## config.mk

```make
export PLATFORM = sky130hd
export DESIGN_NAME = interpolator_powers_of_two
export DESIGN_NICKNAME = d
export VERILOG_FILES = /design/src/rtl/interpolator_powers_of_two.sv
export SDC_FILE = /design/constraint.sdc
export NUM_CORES = 1
export LEC_CHECK = 0
export BUFFER_PORTS_ARGS = -buffer_cell sky130_fd_sc_hd__buf_2
export CAP_MARGIN = 20
export CORE_ASPECT_RATIO = 1.25
export CORE_UTILIZATION = 46
export CTS_CLUSTER_DIAMETER = 80
export DETAILED_ROUTE_END_ITERATION = 7
export PLACE_DENSITY_LB_ADDON = 0.12
export SLEW_MARGIN = 20
export SYNTH_ARGS = -nofsm -noshare
export SYNTH_HDL_FRONTEND = slang
export SYNTH_SLANG_ARGS = --single-unit
```

## constraint.sdc

```tcl
create_clock -name clock -period 3 [get_ports clock]
set_input_delay 0.6 -clock clock [delete_from_list [all_inputs] [get_ports clock]]
set_output_delay 0.6 -clock clock [all_outputs]
set_load 0.02 [all_outputs]
```

## src/rtl/interpolator_powers_of_two.sv

```systemverilog
// Linear-interpolating upsampler: each input point C yields 2**N samples stepping
// from the previous point P to C, using an accumulator and an arithmetic shift.
module interpolator_powers_of_two #(
  parameter int WORD_WIDTH            = 8,
  parameter int POWER_OF_TWO_EXPONENT = 0
) (
  input  logic                  clock,
  input  logic                  clear_n,
  input  logic                  restart_interpolation,
  input  logic                  input_valid,
  output logic                  input_ready,
  input  logic [WORD_WIDTH-1:0] input_sample,
  output logic                  output_valid,
  input  logic                  output_ready,
  output logic [WORD_WIDTH-1:0] output_sample
);
  localparam int W  = WORD_WIDTH;
  localparam int N  = POWER_OF_TWO_EXPONENT;
  localparam int AW = W + N + 1;
  localparam int DW = W + 1;
  localparam int CW = N + 1;
  localparam logic [CW-1:0] FULL_CNT = CW'(1) << N;

  localparam logic [0:0] IDLE = 1'b0;
  localparam logic [0:0] EMIT = 1'b1;

  logic [0:0]           r_state;
  logic signed [W-1:0]  r_p;
  logic signed [W-1:0]  r_c;
  logic signed [AW-1:0] r_acc;
  logic signed [DW-1:0] r_delta;
  logic [CW-1:0]        r_count;
  logic                 r_restart_q;

  logic                 w_restart;
  logic signed [W-1:0]  w_c;
  logic signed [DW-1:0] w_delta;
  logic signed [AW-1:0] w_acc_init;

  assign w_restart  = restart_interpolation & ~r_restart_q;
  assign w_c        = $signed(input_sample);
  assign w_delta    = DW'(w_c) - DW'(r_p);
  // First step is already one delta past P, so sample k=1 appears right after accept.
  assign w_acc_init = (AW'(r_p) <<< N) + AW'(w_delta);

  always_ff @(posedge clock or negedge clear_n) begin
    if (!clear_n) begin
      r_state     <= IDLE;
      r_p         <= '0;
      r_c         <= '0;
      r_acc       <= '0;
      r_delta     <= '0;
      r_count     <= '0;
      r_restart_q <= 1'b0;
    end else begin
      r_restart_q <= restart_interpolation;
      if (w_restart) begin
        r_state <= IDLE;
        r_p     <= '0;
        r_acc   <= '0;
        r_count <= '0;
      end else begin
        case (r_state)
          IDLE: begin
            if (input_valid) begin
              r_delta <= w_delta;
              r_acc   <= w_acc_init;
              r_count <= FULL_CNT;
              r_c     <= w_c;
              r_state <= EMIT;
            end
          end
          default: begin
            if (output_ready) begin
              if (r_count == CW'(1)) begin
                r_p     <= r_c;
                r_state <= IDLE;
              end else begin
                r_acc   <= r_acc + AW'(r_delta);
                r_count <= r_count - CW'(1);
              end
            end
          end
        endcase
      end
    end
  end

  // acc stays within [P<<N, C<<N], so dropping the guard bit never wraps.
  assign input_ready   = (r_state == IDLE);
  assign output_valid  = (r_state == EMIT);
  assign output_sample = r_acc[W+N-1:N];

endmodule

```

# Word level (Yosys, flattened, before mapping)
# Cells that the tools add are included.
# classes
addsub	4
n_eq_ne	2
n_mux	19
bitwise_logic	4
reduce_logical	8
# op_table
cell	n
$mux 9	5
$mux 8	4
$mux 1	10
$add 8x9->9	1
$add 9x9->9	1
$reduce_and 3->1	3
$sub 8x8->9	1
$ne 3x2->1 const B	2
$reduce_bool 2->1	3
$not 1->1	3
$reduce_bool 3->1	1
$reduce_and 2->1	1
$and 1x1->1	1
$sub 1x1->1 const B	1
# word_totals
reg_bits	37
input_bits	13
out_inout_bits	10
wordCells	44

# Depth between registers and ports, before layout
# Gate-level depths: netlist (run 1).
# depth
depth_word	5
depth_mapped	13
ltp_nobuf	13

# Worst setup path before layout (run 1)
# Ideal clock, no wire load.
# synth_timing
path_type	input port to flip-flop
start	input input_sample[0]
end	register r_acc[7]
setup_ns	0.128
arrival_ns	2.900
required_ns	2.872
slack_ns	-0.027
stages	12
path_buffers	0
cell_sequence	inv_1 -> ha_1 -> inv_1 -> fa_1 -> a21o_1 -> a21oi_1 -> xnor2_1 -> ha_1 -> or4_1 -> a31oi_1 -> xor2_1 -> o21ai_1
# synth_via
elab_chain_cells	5
# synth_lines
element	line	rtl
start: declaration	12	input logic [WORD_WIDTH-1:0] input_sample,
$sub 8x8->9	42	assign w_delta = DW'(w_c) - DW'(r_p);
net w_delta[4]	37	logic signed [DW-1:0] w_delta;
$add 8x9->9	44	assign w_acc_init = (AW'(r_p) <<< N) + AW'(w_delta);
$mux 9	65	if (input_valid) begin
$mux 9	63	case (r_state)
$mux 9	57	if (w_restart) begin
end signal: assignment	67	r_acc <= w_acc_init;
end signal: assignment	79	r_acc <= r_acc + AW'(r_delta);
end: declaration	30	logic signed [AW-1:0] r_acc;
# The timed path passes the listed nets, and every way through them passes these cells. The select of a mux whose other input is x is not followed.
# A chain may end at the register's enable or synchronous reset.

# Worst setup path in the final report (run 1)
# Ends and elaborated chain as after synthesis.

==> impl_metrics.env, run 1 <==
export IMPL_status="finished, final reports clean"
export IMPL_avgViaCountPerCell=5.11
export IMPL_grt_pass1_wl_um=8100
export IMPL_switching_share_pct=38.1
export IMPL_final_layout_size_suffix_gt1_share_pct=21.7
export IMPL_cts_reportedPaths_clkPinSlew_ns=0.07
export IMPL_top_level_ports=23
export IMPL_reg2reg_to="r_acc[7]"
export IMPL_cp_max_fo=3
export IMPL_postLayoutCellArea_mm2=0.00273
export IMPL_globalRouteOverflowTotal=0
export IMPL_post_synthesis_net_count=294
export IMPL_core_region_area_mm2=0.00476
export IMPL_avgSynthCellArea_um2=8.84
export IMPL_synth_edf_count=0
export IMPL_clockBufferDepth=2
export IMPL_detailedPlacementHpwl_um=3560
export IMPL_route_vias_total=1835
export IMPL_globalRouteTotalUtil_pct=20.6
export IMPL_fp_row_count=28
export IMPL_worst_skew_pair_late_latency_ns=0.29
export IMPL_grt_max_degree=36
export IMPL_post_place_ws_ns=-0.246
export IMPL_clock_skew_final_ns=0.00736
export IMPL_fp_dieArea_mm2=0.00525
export IMPL_routed_wirelength_um=4790
export IMPL_synth_ff_type="sky130_fd_sc_hd__dfrtp_1"
export IMPL_avgRoutedWirePerCell_um=13.3
export IMPL_achievable_clock_frequency_mhz=354
export IMPL_cp_required_ns=3.14
export IMPL_async_flop_share_pct=100
export IMPL_postLayoutCoreUtil_pct=57.3
export IMPL_final_hold_violation_count=0
export IMPL_number_of_antenna_violations_at_the_first_check_in_global_routing=0
export IMPL_final_max_slew_viol_count=0
export IMPL_worstMarginPinSlew_ns=0.809
export IMPL_yosys_cell_types_count=43
export IMPL_slew_headroom_pct=46.1
export IMPL_clock_power_share_pct=19.0
export IMPL_ys_seq_area_share_pct=38.4
export IMPL_grt_pass1_vias=1812
export IMPL_crit_reg2reg_launch="r_p[0]"
export IMPL_layout_nets=334
export IMPL_finalCritPeriodShare_pct=94.2
export IMPL_htreeDepth=2
export IMPL_rsz0062_at_grt="yes"
export IMPL_initial_utilization_pct=47.9
export IMPL_worst_setup_path_end_kind="register"
export IMPL_hold_buffers=0
export IMPL_power_frac_comb_pct=49.8
export IMPL_post_dp_cell_area_mm2=0.00257
export IMPL_post_synthesis_cell_area_mm2=0.00228
export IMPL_final_setup_viol_count=0
export IMPL_syn_instance_count=258
export IMPL_drt_pre_antenna_iters=4
export IMPL_hold_class="in -> async"
export IMPL_die_h_um=80.7
export IMPL_yosysWarnings=0
export IMPL_clock_tree_root_cell="sky130_fd_sc_hd__clkbuf_8"
export IMPL_drt_drc_violations_left=0
export IMPL_most_common_layout_cells="sky130_fd_sc_hd__nand2_1, sky130_fd_sc_hd__dfrtp_1, sky130_fd_sc_hd__buf_2"
export IMPL_die_width_um=65.0
export IMPL_buffer_ports_inserted=22
export IMPL_seq_power_share_pct=31.2
export IMPL_power_per_cell_area_mw_per_mm2=843
export IMPL_cts_buffers=5
export IMPL_globalplace_congestion=0.865
export IMPL_final_setup_worst_slack_ns=0.173
export IMPL_static_power_due_to_leakage_nw=1.34
export IMPL_drtIter0Drc=98
export IMPL_max_cap_viol_count=0
export IMPL_power_ir_vdd_worst_mv=0.412
export IMPL_start_kind="input pin"
export IMPL_area_delta_synth_final_pct=19.7
export IMPL_rrSetupSlack_ns=0.20
export IMPL_remaining_antenna_violation_count=0
export IMPL_cts_tree="built"
export IMPL_synth_seq_cells=35
export IMPL_switchingPower_mw=0.878
export IMPL_diodes=0
export IMPL_layout_cells_most_common="sky130_fd_sc_hd__nand2_1"
export IMPL_final_min_clock_period_ns=2.83
export IMPL_worstPathArrival_ns=2.97
export IMPL_ff2ff_path_depth=11
export IMPL_power_internal_mw=1.42
export IMPL_critPathKind="in -> reg"
export IMPL_numClockSinks=35
-- synthesized netlist by cell type (2+ instances only) --
library cell | instances | share of area, %
sky130_fd_sc_hd__a21oi_1 | 18 | 3.9
sky130_fd_sc_hd__a211oi_1 | 4 | 1.3
sky130_fd_sc_hd__a31oi_1 | 3 | 0.82
sky130_fd_sc_hd__nor3_1 | 5 | 1.1
sky130_fd_sc_hd__ha_1 | 20 | 11
sky130_fd_sc_hd__buf_2 | 2 | 0.44
sky130_fd_sc_hd__dfrtp_1 | 35 | 38
sky130_fd_sc_hd__nor2_1 | 14 | 2.3
sky130_fd_sc_hd__o21ai_0 | 19 | 4.2
sky130_fd_sc_hd__inv_1 | 11 | 1.8
sky130_fd_sc_hd__nor2b_1 | 5 | 1.4
sky130_fd_sc_hd__clkbuf_1 | 4 | 0.66
sky130_fd_sc_hd__nand2b_1 | 2 | 0.55
sky130_fd_sc_hd__o21a_1 | 2 | 0.66
sky130_fd_sc_hd__mux2_2 | 2 | 0.99
sky130_fd_sc_hd__nand2_1 | 61 | 10
sky130_fd_sc_hd__xor2_1 | 7 | 2.7
sky130_fd_sc_hd__a21o_1 | 7 | 2.3
sky130_fd_sc_hd__xnor2_1 | 10 | 3.8
sky130_fd_sc_hd__mux2i_1 | 2 | 0.88
sky130_fd_sc_hd__fa_1 | 3 | 2.6
-- layer usage --
metal  vias up  routed length [um]  GRT usage (%)
met5         -                   0              0
met1       842                2180           24.7
met3         4                 117           3.37
met4         0                  71           7.33
li1        964                   -              -
met2        25                2420           36.7
-- metrics by stage --
step	hold slack, ns	std cells	total power [mW]	setup TNS, ns
6_report	0.402	359	2.30	0
5_1_grt	0.436	359	2.50	-0.0253
4_1_cts	0.426	359	2.31	0
3_5_place_dp	0.462	351	1.85	-0.555
3_3_place_gp	0.457	351	1.83	-0.355
2_1_floorplan	0.304	258	1.55	0
-- worst max-delay path, stage by stage --
cell,delay (ns)
sky130_fd_sc_hd__buf_2,0.10
sky130_fd_sc_hd__inv_2,0.07
sky130_fd_sc_hd__ha_4,0.15
sky130_fd_sc_hd__inv_1,0.06
sky130_fd_sc_hd__fa_2,0.35
sky130_fd_sc_hd__a21o_1,0.17
sky130_fd_sc_hd__a21oi_2,0.17
sky130_fd_sc_hd__xnor2_1,0.11
sky130_fd_sc_hd__ha_1,0.19
sky130_fd_sc_hd__or4_1,0.52
sky130_fd_sc_hd__a31oi_1,0.22
sky130_fd_sc_hd__xor2_1,0.18
sky130_fd_sc_hd__o21ai_1,0.07
-- layout make-up --
class / instances / area (um2)
tap: 60 / 75.1
fill: 447 / 2030
clock inverter: 2 / 35.0
sequential: 35 / 876
multi-input combinational: 205 / 1380
timing repair buffer: 40 / 245
clock buffer: 6 / 82.6
inverter: 11 / 41.3
-- worst max-delay path by stage --
stage	endpoint	cells past startpoint	startpoint	slack (ns)
finish	r_acc[7]	13	input_sample[0]	0.17
global route	r_acc[7]	13	r_p[1]	-0.03
CTS	r_acc[7]	13	input_sample[0]	0.02
detailed placement	r_acc[7]	13	input_sample[0]	-0.25
global placement	r_acc[7]	13	input_sample[0]	-0.18
floorplan	r_acc[7]	12	input_sample[0]	0.04
-- repair_timing --
action / in CTS / in global routing
endpoints found under the hold margin: 0 / 0
setup buffers: 0 / 0
endpoints found under the setup margin: 0 / 3
resized for setup: 0 / 11
-- flip-flops by register name, indices dropped and copies added, names as in the netlist --
register / flops
r_p: 8
r_c: 8
r_acc: 8
output_valid: 1
r_restart_q: 1
r_delta: 8
r_count: 1
-- power by group through the flow --
stage / Sequential, mW / Combinational (mW) / Clock [mW]
global route: 0.739 / 1.29 / 0.471
detailed placement: 0.730 / 1.12 / 0
floorplan: 0.756 / 0.790 / 0
finish: 0.718 / 1.14 / 0.437
CTS: 0.720 / 1.13 / 0.456
global placement: 0.722 / 1.11 / 0
-- cell families after synthesis --
group                    synth area share [%]
adder cells (fa/ha/maj)                  13.6
multiplexers                             1.87
XOR/XNOR                                 6.53
AO/OA/AOI/OAI                            17.9
AND/OR/NAND/NOR                          18.6
buffers and inverters                    3.07
flip-flops                               38.4
(Power assumes the default switching activity.)
==> run 2, diff against run 1 <==
==> constraint.sdc (replaced) <==
create_clock -name clock -period 3 [get_ports clock]
set_input_delay 0.3 -clock clock [delete_from_list [all_inputs] [get_ports clock]]
set_output_delay 0.3 -clock clock [all_outputs]
set_load 0.02 [all_outputs]
==> run 2 against run 1 <==
Compared with the run above: wire length about the same; first-iteration DRC count decreased by 42%; clock skew decreased by 0.0013 ns; global-route usage decreased by 0.82 points; sequential power about the same; final area decreased by 3.4%; cell count decreased by 3.1%; fmax increased by 0.37%; critical path type is now reg -> reg; largest power group unchanged; highest routed layer unchanged.
==> impl_metrics.env, run 2 (synthesized netlist as in run 1, its figures left out) <==
export IMPL_critPathKind="reg -> reg"
export IMPL_layout_cells_most_common="sky130_fd_sc_hd__nand2_1"
export IMPL_buffer_ports_inserted=22
export IMPL_cts_reportedPaths_clkPinSlew_ns=0.07
export IMPL_slew_headroom_pct=46.9
export IMPL_routed_wirelength_um=4790
export IMPL_worstPathArrival_ns=2.97
export IMPL_worst_skew_pair_late_latency_ns=0.29
export IMPL_cts_buffers=5
export IMPL_power_total_mw=2.25
export IMPL_globalRouteTotalUtil_pct=19.7
export IMPL_final_max_slew_viol_count=0
export IMPL_cp_required_ns=3.15
export IMPL_cts_tree="built"
export IMPL_initial_utilization_pct=47.9
export IMPL_clockBufferDepth=2
export IMPL_rsz0062_at_grt="yes"
export IMPL_avgRoutedWirePerCell_um=13.8
export IMPL_grt_pass1_wl_um=7760
export IMPL_fp_dieArea_mm2=0.00525
export IMPL_htreeDepth=2
export IMPL_postLayoutCoreUtil_pct=55.3
export IMPL_achievable_clock_frequency_mhz=355
export IMPL_status="finished, final reports clean"
export IMPL_die_width_um=65.0
export IMPL_top_level_ports=23
export IMPL_globalRouteOverflowTotal=0
export IMPL_core_region_area_mm2=0.00476
export IMPL_final_setup_worst_slack_ns=0.183
export IMPL_grt_max_degree=36
export IMPL_layout_nets=323
export IMPL_route_vias_total=1848
export IMPL_numClockSinks=35
export IMPL_detailedPlacementHpwl_um=3560
export IMPL_finalCritPeriodShare_pct=93.9
export IMPL_post_place_ws_ns=-0.0324
export IMPL_power_ir_vdd_worst_mv=0.357
export IMPL_drt_pre_antenna_iters=4
export IMPL_drtIter0Drc=57
export IMPL_rrSetupSlack_ns=0.18
export IMPL_worstMarginPinSlew_ns=0.796
export IMPL_clock_skew_final_ns=0.00605
export IMPL_cp_max_fo=4
export IMPL_max_cap_viol_count=0
export IMPL_worst_setup_path_end_kind="register"
export IMPL_grt_pass1_vias=1687
export IMPL_final_layout_size_suffix_gt1_share_pct=18.1
export IMPL_hold_buffers=0
export IMPL_power_per_cell_area_mw_per_mm2=853
export IMPL_hold_class="in -> async"
export IMPL_die_h_um=80.7
export IMPL_final_cell_count_without_fillers=348
export IMPL_final_min_clock_period_ns=2.82
export IMPL_globalplace_congestion=0.855
export IMPL_final_setup_viol_count=0
export IMPL_number_of_antenna_violations_at_the_first_check_in_global_routing=0
export IMPL_avgViaCountPerCell=5.31
export IMPL_fp_row_count=28
export IMPL_clock_tree_root_cell="sky130_fd_sc_hd__clkbuf_8"
export IMPL_start_kind="register"
export IMPL_area_delta_synth_final_pct=15.6
export IMPL_static_power_due_to_leakage_nw=1.29
export IMPL_dp_cells=339
export IMPL_drt_drc_violations_left=0
export IMPL_most_common_layout_cells="sky130_fd_sc_hd__nand2_1, sky130_fd_sc_hd__dfrtp_1, sky130_fd_sc_hd__buf_2"
export IMPL_remaining_antenna_violation_count=0
export IMPL_diodes=0
export IMPL_final_hold_violation_count=0
-- run 2: metal layers --
layer,track usage [%],routed length [um],share of wire (%),vias to the layer above
li1,-,-,-,944
met1,23.5,2190,46,866
met2,34.8,2380,50,31
met4,6.89,68,1.4,0
met3,4.21,149,3.1,7
met5,0,0,0,-
-- run 2: worst max-delay path, stage by stage, from the launching register on --
cell	delay, ns
sky130_fd_sc_hd__dfrtp_1	0.40
sky130_fd_sc_hd__inv_1	0.08
sky130_fd_sc_hd__ha_1	0.22
sky130_fd_sc_hd__nor2b_1	0.13
sky130_fd_sc_hd__o21ai_2	0.18
sky130_fd_sc_hd__nor2b_4	0.19
sky130_fd_sc_hd__xnor2_2	0.07
sky130_fd_sc_hd__ha_1	0.34
sky130_fd_sc_hd__nand2_1	0.08
sky130_fd_sc_hd__o21ai_0	0.11
sky130_fd_sc_hd__or4_1	0.44
sky130_fd_sc_hd__a31oi_1	0.21
sky130_fd_sc_hd__xor2_1	0.16
sky130_fd_sc_hd__o21ai_1	0.07
-- run 2: through the flow --
stage               hold WS, ns  cell area, um2  TNS, ns
floorplan               0.00441            2280        0
global placement          0.427            2480        0
detailed placement        0.429            2480  -0.0324
CTS                       0.121            2600        0
global route              0.124            2640  -0.0140
finish                   0.0929            2640        0
-- run 2: area by class of cell --
| cell class | instances | area [um2] |
|---|---|---|
| Clock buffer | 6 | 82.6 |
| Inverter | 11 | 41.3 |
| Timing Repair Buffer | 29 | 163 |
| Multi-Input combinational cell | 205 | 1360 |
| Fill cell | 497 | 2130 |
| Clock inverter | 2 | 35.0 |
| Tap cell | 60 | 75.1 |
| Sequential cell | 35 | 876 |
-- run 2: repair_timing --
action,4_1_cts,5_1_grt
buffers inserted,0,1
endpoints found under the setup margin,1,3
pin swaps,0,2
gates resized for setup,1,8
-- run 2: worst paths after layout --
path	startpoint	endpoint	cells past startpoint
min in group clock	restart_interpolation	r_restart_q	1
min reg2reg	r_c[2]	r_c[2]	2
min	clear_n	r_acc[3]	1
max reg2reg	r_p[1]	r_acc[7]	13
max in group asynchronous	clear_n	r_p[4]	1
max	r_p[1]	r_acc[7]	13
-- run 2: where the power goes --
part	total, mW	internal, mW	leakage, nW	switching (mW)
combinational	1.09	0.498	0.792	0.591
clock	0.446	0.269	0.0612	0.177
sequential	0.716	0.607	0.442	0.109
